$ cat src/rtl/control_sequencer.sv
// Hardwired control unit for the single-bus datapath: shared 3-step fetch, then up to 5 opcode-decoded execute steps.
// Outputs are a pure combinational decode of (state, opcode, CON_FF). Stop is honoured only at an instruction boundary.
module control_sequencer #(
    parameter int         OP_MSB          = 31,
    parameter logic [4:0] ALU_ADD         = 5'b00011,
    parameter bit         HALT_ON_UNKNOWN = 1'b0
) (
    input  logic        Clock,
    input  logic        Clear,
    input  logic [31:0] IR,
    input  logic        CON_FF,
    input  logic        Stop,
    output logic        Run,
    output logic [4:0]  ALUop,
    output logic        PCout, Zhiout, Zlowout, MDRout, HIout, LOWout, InPortout,
    output logic        MARin, Zin, PCin, MDRin, IRin, Yin, OutPortin,
    output logic        IncPC, Read, Write, Gra, Grb, Grc, Rin, Rout, BAout, Cout, CONIn
);
    localparam logic [4:0] OP_LD   = 5'b00000, OP_LDI  = 5'b00001, OP_ST   = 5'b00010;
    localparam logic [4:0] OP_ADD  = 5'b00011, OP_SUB  = 5'b00100, OP_AND  = 5'b00101;
    localparam logic [4:0] OP_OR   = 5'b00110, OP_ADDI = 5'b01011, OP_BRZR = 5'b10010;
    localparam logic [4:0] OP_JR   = 5'b10011, OP_IN   = 5'b10110, OP_OUT  = 5'b10111;
    localparam logic [4:0] OP_MFHI = 5'b11000, OP_MFLO = 5'b11001, OP_NOP  = 5'b11010;
    localparam logic [4:0] OP_HALT = 5'b11011;

    typedef enum logic [3:0] {
        S_RESET, S_T0, S_T1, S_T2, S_T3, S_T4, S_T5, S_T6, S_T7, S_HALT
    } state_t;

    state_t     r_state, w_next, w_last;
    logic [4:0] w_op;
    logic       w_known, w_enter_halt, w_unused_ir;

    assign w_op        = IR[OP_MSB -: 5];
    assign w_unused_ir = ^IR;

    // Final step of each instruction class; the edge leaving it returns to T0 (or HALT on Stop).
    always_comb begin
        w_last  = S_T2;
        w_known = 1'b1;
        case (w_op)
            OP_ADD, OP_SUB, OP_AND, OP_OR, OP_ADDI, OP_LDI: w_last = S_T5;
            OP_LD, OP_ST:                                   w_last = S_T7;
            OP_BRZR:                                        w_last = S_T6;
            OP_JR, OP_MFHI, OP_MFLO, OP_IN, OP_OUT:         w_last = S_T3;
            OP_NOP, OP_HALT:                                w_last = S_T2;
            default:                                        w_known = 1'b0;
        endcase
    end

    assign w_enter_halt = (w_op == OP_HALT) || (!w_known && HALT_ON_UNKNOWN);

    always_ff @(posedge Clock or negedge Clear) begin
        if (!Clear) r_state <= S_RESET;
        else        r_state <= w_next;
    end

    always_comb begin
        w_next = r_state;
        case (r_state)
            S_RESET: w_next = S_T0;
            S_HALT:  w_next = S_HALT;
            default: begin
                if (r_state == S_T2 && w_enter_halt) w_next = S_HALT;
                else if (r_state == w_last)          w_next = Stop ? S_HALT : S_T0;
                else                                 w_next = state_t'(r_state + 4'd1);
            end
        endcase
    end

    always_comb begin
        Run = (r_state != S_RESET) && (r_state != S_HALT);
        ALUop = 5'd0;
        {PCout, Zhiout, Zlowout, MDRout, HIout, LOWout, InPortout} = '0;
        {MARin, Zin, PCin, MDRin, IRin, Yin, OutPortin}           = '0;
        {IncPC, Read, Write, Gra, Grb, Grc, Rin, Rout, BAout, Cout, CONIn} = '0;
        case (r_state)
            S_T0: begin PCout = 1'b1; MARin = 1'b1; IncPC = 1'b1; Zin = 1'b1; end
            S_T1: begin Zlowout = 1'b1; PCin = 1'b1; Read = 1'b1; MDRin = 1'b1; end
            S_T2: begin MDRout = 1'b1; IRin = 1'b1; end
            S_T3: begin
                case (w_op)
                    OP_ADD, OP_SUB, OP_AND, OP_OR, OP_ADDI:
                                  begin Grb = 1'b1; Rout = 1'b1; Yin = 1'b1; end
                    OP_LDI, OP_LD, OP_ST:
                                  begin Grb = 1'b1; BAout = 1'b1; Yin = 1'b1; end
                    OP_BRZR:      begin Gra = 1'b1; Rout = 1'b1; CONIn = 1'b1; end
                    OP_JR:        begin Gra = 1'b1; Rout = 1'b1; PCin = 1'b1; end
                    OP_MFHI:      begin HIout = 1'b1; Gra = 1'b1; Rin = 1'b1; end
                    OP_MFLO:      begin LOWout = 1'b1; Gra = 1'b1; Rin = 1'b1; end
                    OP_IN:        begin InPortout = 1'b1; Gra = 1'b1; Rin = 1'b1; end
                    OP_OUT:       begin Gra = 1'b1; Rout = 1'b1; OutPortin = 1'b1; end
                    default: ;
                endcase
            end
            S_T4: begin
                case (w_op)
                    OP_ADD, OP_SUB, OP_AND, OP_OR:
                        begin Grc = 1'b1; Rout = 1'b1; Zin = 1'b1; ALUop = w_op; end
                    OP_ADDI, OP_LDI, OP_LD, OP_ST:
                        begin Cout = 1'b1; Zin = 1'b1; ALUop = ALU_ADD; end
                    OP_BRZR: begin PCout = 1'b1; Yin = 1'b1; end
                    default: ;
                endcase
            end
            S_T5: begin
                case (w_op)
                    OP_ADD, OP_SUB, OP_AND, OP_OR, OP_ADDI, OP_LDI:
                              begin Zlowout = 1'b1; Gra = 1'b1; Rin = 1'b1; end
                    OP_LD, OP_ST: begin Zlowout = 1'b1; MARin = 1'b1; end
                    OP_BRZR:  begin Cout = 1'b1; Zin = 1'b1; ALUop = ALU_ADD; end
                    default: ;
                endcase
            end
            S_T6: begin
                case (w_op)
                    OP_LD:   begin Read = 1'b1; MDRin = 1'b1; end
                    OP_ST:   begin Gra = 1'b1; Rout = 1'b1; MDRin = 1'b1; end
                    // Branch taken only when the condition flop is set during this step.
                    OP_BRZR: begin Zlowout = 1'b1; PCin = CON_FF; end
                    default: ;
                endcase
            end
            S_T7: begin
                case (w_op)
                    OP_LD:   begin MDRout = 1'b1; Gra = 1'b1; Rin = 1'b1; end
                    OP_ST:   Write = 1'b1;
                    default: ;
                endcase
            end
            default: ;
        endcase
    end
endmodule

$ cat config.mk
export PLATFORM = sky130hd
export DESIGN_NAME = control_sequencer
export DESIGN_NICKNAME = d
export VERILOG_FILES = /design/src/rtl/control_sequencer.sv
export SDC_FILE = /design/constraint.sdc
export NUM_CORES = 1
export LEC_CHECK = 0
export BUFFER_PORTS_ARGS = -buffer_cell sky130_fd_sc_hd__buf_2
export CORE_AREA = 2 2 46 58
export DETAILED_ROUTE_END_ITERATION = 8
export DIE_AREA = 0 0 48 60
export PLACE_DENSITY = 0.78
export SLEW_MARGIN = 20
export SYNTH_ARGS = -nofsm -noshare
export SYNTH_HDL_FRONTEND = slang
export SYNTH_SLANG_ARGS = --single-unit
export TNS_END_PERCENT = 100
$ cat constraint.sdc
create_clock -name Clock -period 1.95 [get_ports Clock]
set_clock_uncertainty 0.15 [all_clocks]
set_input_delay 0 -clock Clock [delete_from_list [all_inputs] [get_ports Clock]]
set_output_delay 0 -clock Clock [all_outputs]
set_load 0.01 [all_outputs]
==> results.cfg <==
[run_status]
outcome = finished clean

[power]
power_density_mw_per_mm2 = 977
switchingPower_mw = 0.597
p_sw_frac = 0.481
seq_power_share = 0.139
p_leak_nw = 0.632
p_comb_frac = 0.782
p_int_mw = 0.643
ir_drop_mv = 0.805
clockPowerShare = 0.079

[global_routing]
grt_util_met3 = 0.0332
antenna_found_initial = 0
grt_usage = 0.194
gr-total-overflow = 0
grt_pass1_vias = 955
grt_use_met2 = 0.356
grt_max_degree = 18
grt_pass1_wl_microns = 4080
grtUsageMet1 = 0.212
grt_busiest_layer = met2

[setup_path]
criticalPathCategory = reg2out
cp_max_fo = 6
endpoint_kind = output port
cp_slowest_cell = dfrtp_2
slowest_delay_ns = 0.41
startpoint = r_state[2]
worstPathCellList = nor2b_2, buf_4, nand3_1, o32ai_1, buf_2
cp-start-kind = flip-flop
worstReg2RegStart = r_state[0]
arrival_ns = 1.67
worst-path-buf-inv = 2
cp_top_family = flip-flops
worstPathRequired_ns = 1.80

[timing]
setup_viol = 0
timing.final.ws_setup_ns = 0.129
timing.final.hold_violations = 0
rsz0062_at_grt = false
fmax_mhz = 549
min_period_ns = 1.82
slew_viol_final = 0
setup_tns_ns = 0
timing.final.crit_share = 0.934

[die]
rows = 20
die_w_microns = 48
core_area_sq_mm = 0.00238
dieHeight_microns = 60
ios = 67
die_area_sq_mm = 0.00288
initial_utilization = 0.386

[synth]
yosysSeqAreaShare = 0.109
synthCells = 136
synth_warnings = 0
ys_ff_latch = 4
synth_flop_cell = dfrtp_1
async_flop_share = 1.00
syn_area_sq_um = 918
synth.distinct_cells = 45
syn_avg_cell_area_sq_um = 6.75
synth_edf_count = 0

[routing]
postRouteAntennaNets = 0
vias = 1143
drc = 0
drt_iter0_drc = 32
first_pass_iters = 4
wl_per_cell_microns = 12.2
routed_wirelength_microns = 2590
viasPerCell = 5.37

[cts]
cts_tree = built
cts_buffers = 3
cts_sinks = 4
clock_path_buffers = 2
root_buffer = clkbuf_4
htreeDepth = 1
clkLatencyLatePin_ns = 0.23
clkTransAtPathRegs_ns = 0.04

[placed_design]
pre_cts_ws_ns = 0.0596
dp.final_hpwl_microns = 2100
gp_congestion = 0.871
io_buffer_count = 36
dp.cells = 208

[finish]
finalNonFillerCells = 213
drive_above_1_share = 0.389
diodes = 0
area_growth_pct = 38.3
max_flop_register = r_state
top_regs = r_state: 4 flops
nNetsFinal = 222
largest_reg_flops = 4

[hold_path]
hp-start = Stop
hold_class = in2reg

[flow_run]
drv_cap = 0
final timing paths:
kind / to / slack [ns] / depth (start not counted)
setup / recovery: PCin / 0.13 / 5
min in group asynchronous: r_state[3] / 0.51 / 3
hold reg to reg: r_state[0] / 0.52 / 2
hold / removal: r_state[3] / 0.12 / 4
max in group asynchronous: r_state[2] / 0.95 / 3
setup reg to reg: r_state[1] / 0.21 / 7
worst register-to-register path, stage by stage, from the launching register on:
cell     delay [ns]
dfrtp_1        0.42
inv_1          0.10
ha_2           0.23
mux2i_1        0.08
or2_2          0.29
o21ai_0        0.09
a21oi_1        0.09
and2_1         0.18
synthesized netlist by cell type (all sizes together) (4+ instances only):
| cell type | number | area [sq um] |
|---|---|---|
| a21oi | 6 | 30.0 |
| nand3 | 8 | 40.0 |
| nand2 | 14 | 52.6 |
| nor2b | 5 | 38.8 |
| nor3 | 4 | 20.0 |
| o21ai | 12 | 60.1 |
| dfrtp | 4 | 100 |
| inv | 6 | 22.5 |
| clkbuf | 7 | 26.3 |
| and2 | 4 | 25.0 |
| ha | 4 | 50.1 |
| a211oi | 4 | 35.0 |
| nor2 | 13 | 48.8 |
| buf | 7 | 45.0 |
area by class of cell:
cell class                 instances  area, sq um
clock buffer                       3         22.5
fill                             248         1110
inverter                           6         22.5
multi-input combinational        114          769
sequential                         4          101
tap                               33         41.3
timing repair buffer              53          313
timing repair:
action,4_1_cts,5_1_grt
hold buffers,2,0
pin swaps,0,1
cloned,0,0
setup buffers,0,0
endpoints found under the setup margin,5,10
gates resized for setup,6,5
endpoints found under the hold margin,4,0
cells by family (layout without fill, tap and decap cells):
kind of cell / Yosys count / after routing / synth area share
AOI/OAI and AO/OA: 42 / 42 / 0.328
adders and majority gates: 4 / 4 / 0.0545
xor gates and xnor gates: 4 / 4 / 0.0382
and+or+nand+nor: 60 / 60 / 0.353
muxes: 1 / 1 / 0.0109
buffers and inverters: 20 / 62 / 0.102
DFF: 4 / 4 / 0.109
other: 1 / 3 / 0.00408
power by group through the flow:
stage | combinational, mW | clock, mW | sequential (mW)
floorplan | 0.602 | 0 | 0.160
global placement | 0.916 | 0 | 0.159
detailed placement | 0.925 | 0 | 0.161
CTS | 0.961 | 0.105 | 0.170
global route | 1.09 | 0.110 | 0.178
finish | 0.970 | 0.0981 | 0.172
placed cells by master, fill, tap and decap left out, drive strengths merged, types with 2 or more instances in the layout:
cell         Yosys  layout
nor4             3       3
xnor2            2       2
a21o             3       3
and3             2       2
a41oi            2       2
clkbuf           7       3
inv              6       6
nor2            13      13
nor3             4       4
o21bai           2       2
conb             1       3
nand2           14      14
or2              2       2
and2             4       4
a32oi            2       2
dlygate4sd3      0       2
dfrtp            4       4
o21ai           12      12
nand3            8       8
buf              7      51
xor2             2       2
nor2b            5       5
nand2b           2       2
a211oi           4       4
a21oi            6       6
ha               4       4
layer usage:
layer  routed length, microns  part of all wire
met1                     1090              0.42
met4                        0                 0
met2                     1370              0.53
met3                      131             0.051
met5                        0                 0
stage by stage:
| stage | hold WS [ns] | power, mW | util | cell area [sq um] |
|---|---|---|---|---|
| floorplan | -0.446 | 0.762 | - | 926 |
| global placement | -0.343 | 1.08 | 0.500 | 1190 |
| detailed placement | -0.342 | 1.09 | 0.500 | 1190 |
| CTS | 0.111 | 1.24 | 0.531 | 1260 |
| global route | 0.176 | 1.38 | 0.534 | 1270 |
| finish | 0.116 | 1.24 | 0.534 | 1270 |
(Power assumes the default switching activity.)
